`config.mk`:
```
export PLATFORM = sky130hd
export DESIGN_NAME = fence_cache_sequencer
export DESIGN_NICKNAME = d
export VERILOG_FILES = /design/src/rtl/fence_cache_sequencer.sv
export SDC_FILE = /design/constraint.sdc
export NUM_CORES = 1
export LEC_CHECK = 0
export BUFFER_PORTS_ARGS = -buffer_cell sky130_fd_sc_hd__buf_4
export CAP_MARGIN = 20
export CELL_PAD_IN_SITES_DETAIL_PLACEMENT = 1
export CELL_PAD_IN_SITES_GLOBAL_PLACEMENT = 1
export CORE_AREA = 8 8 45 47
export CTS_BUF_LIST = sky130_fd_sc_hd__clkbuf_16
export DETAILED_ROUTE_END_ITERATION = 7
export DIE_AREA = 0 0 53 55
export PLACE_DENSITY = 0.71
export SYNTH_ARGS = -nofsm -noshare
export SYNTH_HDL_FRONTEND = slang
export SYNTH_SLANG_ARGS = --single-unit
```
`constraint.sdc`:
```
create_clock -name CLK -period 1.3 [get_ports CLK]
set_input_delay 0.13 -clock CLK [delete_from_list [all_inputs] [get_ports CLK]]
set_output_delay 0.13 -clock CLK [all_outputs]
set_load 0.05 [all_outputs]
```
`src/rtl/fence_cache_sequencer.sv`:
```
// rtl/fence_cache_sequencer.sv - orders FENCE/FENCE.I into dcache flush and icache clear phases
// Optional macro FENCE_TIMEOUT_EN adds a per-phase watchdog that forces DONE and pulses fence_timeout.
module fence_cache_sequencer #(
  parameter int DCACHE_WRITEBACK = 1,
  parameter int TIMEOUT_CYCLES   = 1024
) (
  input  logic CLK,
  input  logic RST,
  input  logic fence_i_req,
  input  logic fence_d_req,
  input  logic amo_reserve,
  input  logic amo_exclusive,
  output logic fence_busy,
  output logic fence_done,
  output logic fence_timeout,
  output logic icache_clear,
  output logic icache_flush,
  output logic dcache_clear,
  output logic dcache_flush,
  output logic dcache_reserve,
  output logic dcache_exclusive,
  input  logic iclear_done,
  input  logic iflush_done,
  input  logic dclear_done,
  input  logic dflush_done
);

  typedef enum logic [1:0] {
    S_IDLE    = 2'd0,
    S_D_FLUSH = 2'd1,
    S_I_CLEAR = 2'd2,
    S_DONE    = 2'd3
  } state_t;

  localparam bit WB = (DCACHE_WRITEBACK != 0);

  state_t r_state;
  state_t w_next;
  logic   r_op_i;
  logic   w_op_i;
  logic   r_timeout;
  logic   w_timeout;
  logic   w_expired;
  logic   w_unused;

`ifdef FENCE_TIMEOUT_EN
  localparam int CW = $clog2(TIMEOUT_CYCLES + 1);
  logic [CW-1:0] r_cnt;

  // Any state change clears the count, so each wait phase starts from zero.
  always_ff @(posedge CLK) begin
    if (RST) begin
      r_cnt <= '0;
    end else if (r_state != w_next) begin
      r_cnt <= '0;
    end else if (r_cnt != CW'(TIMEOUT_CYCLES)) begin
      r_cnt <= r_cnt + 1'b1;
    end
  end

  assign w_expired = (r_cnt == CW'(TIMEOUT_CYCLES));
  assign w_unused  = &{1'b0, iflush_done, dclear_done};
`else
  assign w_expired = 1'b0;
  assign w_unused  = &{1'b0, iflush_done, dclear_done, (TIMEOUT_CYCLES > 0)};
`endif

  always_comb begin
    w_next    = r_state;
    w_op_i    = r_op_i;
    w_timeout = 1'b0;
    case (r_state)
      S_IDLE: begin
        if (fence_i_req) begin
          w_op_i = 1'b1;
          w_next = WB ? S_D_FLUSH : S_I_CLEAR;
        end else if (fence_d_req) begin
          w_op_i = 1'b0;
          w_next = WB ? S_D_FLUSH : S_DONE;
        end
      end
      S_D_FLUSH: begin
        if (dflush_done) begin
          w_next = r_op_i ? S_I_CLEAR : S_DONE;
        end else if (w_expired) begin
          w_next    = S_DONE;
          w_timeout = 1'b1;
        end
      end
      S_I_CLEAR: begin
        if (iclear_done) begin
          w_next = S_DONE;
        end else if (w_expired) begin
          w_next    = S_DONE;
          w_timeout = 1'b1;
        end
      end
      default: w_next = S_IDLE;
    endcase
  end

  always_ff @(posedge CLK) begin
    if (RST) begin
      r_state   <= S_IDLE;
      r_op_i    <= 1'b0;
      r_timeout <= 1'b0;
    end else begin
      r_state   <= w_next;
      r_op_i    <= w_op_i;
      r_timeout <= w_timeout;
    end
  end

  assign dcache_flush     = (r_state == S_D_FLUSH);
  assign icache_clear     = (r_state == S_I_CLEAR);
  assign fence_done       = (r_state == S_DONE);
  assign fence_timeout    = r_timeout;
  assign icache_flush     = 1'b0;
  assign dcache_clear     = 1'b0;
  assign dcache_reserve   = amo_reserve;
  assign dcache_exclusive = amo_exclusive & (r_state == S_IDLE);
  assign fence_busy       = ((r_state != S_IDLE) && (r_state != S_DONE)) ||
                            ((r_state == S_IDLE) && (fence_i_req || fence_d_req));

endmodule

```
==> results of run 1 <==
state kept, by name, indices dropped and copies added, names as in the netlist:
signal / cells
r_op_i: 1
r_state: 2
worst min-delay path by stage:
stage                     start        endpoint  slack [ns]  cells after the start
global placement    amo_reserve  dcache_reserve        0.26                      0
finish                      RST          r_op_i        0.11                      2
detailed placement  amo_reserve  dcache_reserve        0.26                      0
CTS                         RST          r_op_i        0.12                      2
floorplan                   RST          r_op_i        0.20                      1
global route                RST          r_op_i        0.13                      2
through the flow:
| step | utilization | TNS [ns] | hold slack [ns] | total power, uW |
|---|---|---|---|---|
| after CTS | 0.381 | -0.168 | 0.116 | 1540 |
| final | 0.389 | -0.175 | 0.110 | 1560 |
| after global placement | 0.294 | 0 | 0.260 | 911 |
| after detailed placement | 0.294 | -0.00602 | 0.260 | 935 |
| after global routing | 0.389 | -0.387 | 0.130 | 1630 |
| after floorplan | - | 0 | 0.202 | 719 |
final cells by class:
type / instances / area (sq um)
Timing Repair Buffer: 16 / 135
Clock buffer: 3 / 75.1
Inverter: 5 / 18.8
Tap cell: 16 / 20.0
Multi-Input combinational cell: 22 / 223
Sequential cell: 3 / 62.6
Fill cell: 164 / 846
Clock inverter: 1 / 3.75
metal layers:
layer	wire length [um]	GRT usage	vias to the layer above
met1	314	0.0561	128
met4	12	0.0647	0
li1	-	-	131
met3	110	0.0401	2
met2	434	0.0859	10
met5	0	0	-
placed cells by master, fill, tap and decap left out, drive strengths merged:
| cell | synthesis | layout |
|---|---|---|
| buf | 4 | 16 |
| inv | 5 | 6 |
| ha | 4 | 4 |
| nand2b | 3 | 3 |
| conb | 1 | 3 |
| clkbuf | 0 | 3 |
| dfxtp | 3 | 3 |
| mux2i | 2 | 2 |
| nor2 | 2 | 2 |
| nor3b | 1 | 1 |
| a21oi | 1 | 1 |
| and2 | 1 | 1 |
| a221oi | 1 | 1 |
| nand2 | 1 | 1 |
| a22oi | 1 | 1 |
| nor2b | 1 | 1 |
| o31ai | 1 | 1 |
power by group through the flow:
stage	Combinational, uW	Clock (uW)	Sequential (uW)
after floorplan	561	0	159
after global placement	762	0	148
after detailed placement	783	0	152
after CTS	889	485	162
after global routing	978	493	164
final	917	482	162
kinds of logic (layout without fill, tap and decap cells):
kind of cell             count (synthesis)  after routing
adder cells (fa/ha/maj)                  4              4
flip-flops                               3              3
buffers and inverters                    9             25
multiplexers                             2              2
AO/OA/AOI/OAI                            4              4
other                                    1              3
AND/OR/NAND/NOR                          9              9
critical path: stages, from the launching register on:
cell	delay [ns]
dfxtp_2	0.31
inv_2	0.07
ha_4	0.14
buf_4	0.13
inv_1	0.07
a21oi_4	0.12
buf_6	0.17
repair_timing:
action	CTS	global route
setup endpoints to repair	4	4
gates cloned	0	0
buffers inserted	1	1
pin swaps	1	1
resized for setup	11	1
hold buffers	0	0
==> results.yml, run 1 <==
synthesis:
  synth_edf_count: 0
  synth_top_area_frac: 0.219
  yosys_most_used_dff: "dfxtp_1"
  synth-compound-area-share: 0.128
  synthesis.area_sq_um: 274
  synth.most_common_cell: "inv_1"
  synth_top_family_by_area: "simple AND/OR/NAND/NOR gates"
  ys_async_sr_fraction: 0
  muxShareOfSynthArea: 0.0731
  yosysWarnings: 0
  synth_largest_area_cell: "dfxtp_1"
  synth_cell_types: 16
  ys_top_cells_by_count: "inv_1 (5), buf_4 (4), ha_1 (4), dfxtp_1 (3), nand2b_1 (3)"
  synth_fa_ha_area_frac: 0.183
  synthTopCellsByArea: "dfxtp_1 (22%), ha_1 (18%), buf_4 (11%)"
  syn_area_per_cell_sq_um: 8.56
  ys_ff_latch: 3
  yosys.area_share.simple: 0.205
  synthCells: 32
  synth_xor_area_frac: 0
  yosysSeqAreaShare: 0.219
routing:
  via_per_inst: 4.11
  final_antenna_net_count: 0
  wl_per_cell_um: 13.2
  routed_wirelength_um: 872
  drtIter0Drc: 4
  dr.pass1.iters: 4
  drc: 0
  num_vias: 271
clocking:
  clock_path_buffers: 2
  numCtsBuffers: 3
  clk_latency_ns: 0.22
  htreeDepth: 1
  cts_num_sinks: 3
  path_clk_slew_ns: 0.03
  cts_tree: "yes"
  root_buffer: "clkbuf_16"
sta:
  fin_ws_ns: -0.0684
  period_share: 1.05
  finClkSkew_ns: 0.00127
  fmax_ghz: 0.731
  rsz0062_at_grt: "true"
  setup_viol: 4
  fin_crit_ns: 1.37
  slew_viol_final: 0
  hold_violations: 0
setup_path:
  reg2reg_depth: 6
  r2r_start: "r_state[0]"
  crit_start: "r_state[0]"
  rrSetupSlack_ns: -0.06
  r2r-end: "r_state[0]"
  worst_ep_arrival_time_ns: 1.24
  critical_path.startpoint_type: "flop"
  setup.worst_path.end: "fence_busy"
  path_class: "flop to output port"
  critPathMaxFanout: 5
  required_ns: 1.17
  cp-end-kind: "output port"
final_layout:
  drive_gt1_frac: 0.620
  stdcell_count: 66
  nets: 65
  syn_to_final_growth_pct: 96.3
  n_antenna_cell: 0
  stdcell_area_sq_um: 538
floorplan:
  die_h_um: 55
  core_area_sq_um: 1380
  rows: 14
  initial_core_util: 0.198
  io_pins: 19
  chipWidth_um: 53
  dieArea_sq_um: 2920
worst_hold_path:
  holdCritPathClass: "input port to flop"
power:
  power_switching_uw: 619
  powerDensity_nw_per_um2: 2900
  pwr-share-clk: 0.309
  swShare: 0.396
  p_comb_frac: 0.588
  p_seq_frac: 0.103
  p_leak_uw: 0.000262
  peakVddDrop_uv: 1060
  p_int_uw: 942
grt:
  grt_use_total: 0.0606
  grt_pass1_vias: 276
  grt.overflow.total: 0
  grt_first_pass_wirelength_um: 1190
  grt_antenna_before_repair: 0
  grt_max_degree: 6
placed_design:
  dp_slack_ns: -0.00602
  placed_cell_area_sq_um: 407
  io_buffers: 11
  post-dp-hpwl_um: 628
  place_congestion: 0.667
  dp_cells: 60
flow_run:
  drv_cap: 0
outcome:
  outcome: "complete, but fails checks"
  violations: "setup timing"
No activity file was read; power rests on OpenSTA's default activity.
==> run 2, diff against run 1 <==
--- a/config.mk
+++ b/config.mk
@@ -13,7 +13,7 @@
 export CTS_BUF_LIST = sky130_fd_sc_hd__clkbuf_16
 export DETAILED_ROUTE_END_ITERATION = 7
 export DIE_AREA = 0 0 53 55
-export PLACE_DENSITY = 0.71
+export PLACE_DENSITY = 0.69
 export SYNTH_ARGS = -nofsm -noshare
 export SYNTH_HDL_FRONTEND = slang
 export SYNTH_SLANG_ARGS = --single-unit
==> constraint.sdc (replaced) <==
create_clock -name CLK -period 1.7 [get_ports CLK]
set_input_delay 0.17 -clock CLK [delete_from_list [all_inputs] [get_ports CLK]]
set_output_delay 0.17 -clock CLK [all_outputs]
set_load 0.05 [all_outputs]
==> results.yml, run 2 (synthesis gave the netlist of run 1 again) <==
floorplan:
  chipWidth_um: 53
  io_pins: 19
  core_area_sq_um: 1380
  rows: 14
  die_h_um: 55
  dieArea_sq_um: 2920
  initial_core_util: 0.198
final_layout:
  syn_to_final_growth_pct: 62.1
  largestRegisters: "r_state (2), r_op_i (1)"
  final_common_cell: "buf_4"
  multiInputGateArea_sq_um: 176
  drive_gt1_frac: 0.413
  largest_reg_flops: 2
  fillers: 161
  top_register: "r_state"
  final_cell_mix: "buf_4 (12), inv_1 (6), ha_1 (4)"
  n_antenna_cell: 0
  seqCellArea_sq_um: 60.1
  nets: 61
  stdcell_count: 62
sta:
  final.setup.tns_ns: 0
  slew_viol_final: 0
  fin_crit_ns: 1.56
  fmax_ghz: 0.640
  rsz0062_at_grt: "false"
  period_share: 0.918
  setup_viol: 0
  finClkSkew_ns: 0.00213
  hold_violations: 0
grt:
  grt.overflow.total: 0
  grt_first_pass_wirelength_um: 1080
  grt_pass1_vias: 263
  grt_antenna_before_repair: 0
  grt_max_degree: 6
  grt_use_total: 0.0502
routing:
  drc: 0
  wl_per_cell_um: 11.0
  drtIter0Drc: 0
  routed_wirelength_um: 685
  final_antenna_net_count: 0
  num_vias: 242
  via_per_inst: 3.90
  dr.pass1.iters: 1
setup_path:
  cp-end-kind: "output port"
  critPathMaxFanout: 5
  path_cells: "inv_1, ha_1, buf_4, and2_2, buf_4"
  worst_path_most_repeated_cell: "buf_4"
  crit_family: "buffers and inverters"
  required_ns: 1.53
  path_class: "flop to output port"
  path_buf_inv: 3
  worst_ep_arrival_time_ns: 1.39
  crit_path_max_incr_delay_ns: 0.37
  critical_path.startpoint_type: "flop"
  slowest_stage: "dfxtp_1"
flow_run:
  drv_cap: 0
power:
  peakVddDrop_uv: 590
  powerDensity_nw_per_um2: 2220
  p_leak_uw: 0.000235
outcome:
  outcome: "finished clean"
clocking:
  cts_tree: "yes"
  htreeDepth: 1
  post_cts_buffers: 0
  hold_buffers: 0
  root_buffer: "clkbuf_16"
  clk_latency_ns: 0.22
  numCtsBuffers: 3
  cts_num_sinks: 3
  ctsResizeCount: 0
  path_clk_slew_ns: 0.03
  clock_path_buffers: 2
placed_design:
  io_buffers: 11
  place_congestion: 0.702
  post-dp-hpwl_um: 601
  dp_cells: 58
worst_hold_path:
  holdCritPathClass: "input port to flop"
==> run 2: changes by cell type in the layout (fill, tap and decap cells not counted), sizes merged <==
cell	change
buf	-4
==> run 2: worst paths after layout <==
path / endpoint / start / slack [ns] / cells past startpoint
worst max-delay path: dcache_exclusive / r_state[0] / 0.14 / 5
worst max register to register: r_state[0] / r_state[0] / 0.26 / 5
worst min-delay path: r_op_i / RST / 0.14 / 2
worst min register to register: r_op_i / r_op_i / 0.50 / 2
==> run 2: final cells by class <==
cell class | count | area share
multi-input combinational | 22 | 0.397
timing repair buffer | 12 | 0.203
clock buffer | 3 | 0.169
sequential | 3 | 0.135
tap | 16 | 0.0451
inverter | 5 | 0.0423
clock inverter | 1 | 0.00845
==> run 2: power by group <==
| part | total [uW] | switching, uW | leakage, uW | internal [uW] |
|---|---|---|---|---|
| Clock | 365 | 62.3 | 0.0000423 | 303 |
| Combinational | 495 | 309 | 0.000168 | 187 |
| Sequential | 126 | 26.8 | 0.0000249 | 99.7 |
| Total | 987 | 398 | 0.000235 | 590 |
==> run 2: worst reg2reg max path: cells and delay by family (launching register included) <==
| kind | cells | cell delay (ns) |
|---|---|---|
| mux | 1 | 0.22 |
| flops | 1 | 0.37 |
| simple gates | 1 | 0.18 |
| compound gates | 1 | 0.30 |
| buf+inv | 1 | 0.08 |
| fa+ha+maj | 1 | 0.22 |
==> run 2: through the flow <==
stage / worst slack (ns) / total power [uW] / hold slack, ns / util / area, sq um
floorplan: 0.235 / 502 / 0.242 / - / 285
global placement: 0.278 / 622 / 0.341 / 0.264 / 365
detailed placement: 0.240 / 632 / 0.341 / 0.264 / 365
CTS: 0.116 / 1010 / 0.145 / 0.321 / 444
global route: 0.0508 / 1050 / 0.151 / 0.321 / 444
finish: 0.139 / 987 / 0.139 / 0.321 / 444
==> run 2: layer usage <==
layer  wire, um  up-vias  GRT usage
met4          0        0     0.0129
met5          0        -          0
met1        262      113     0.0455
met3         72        0     0.0348
li1           -      122          -
met2        349        7     0.0898
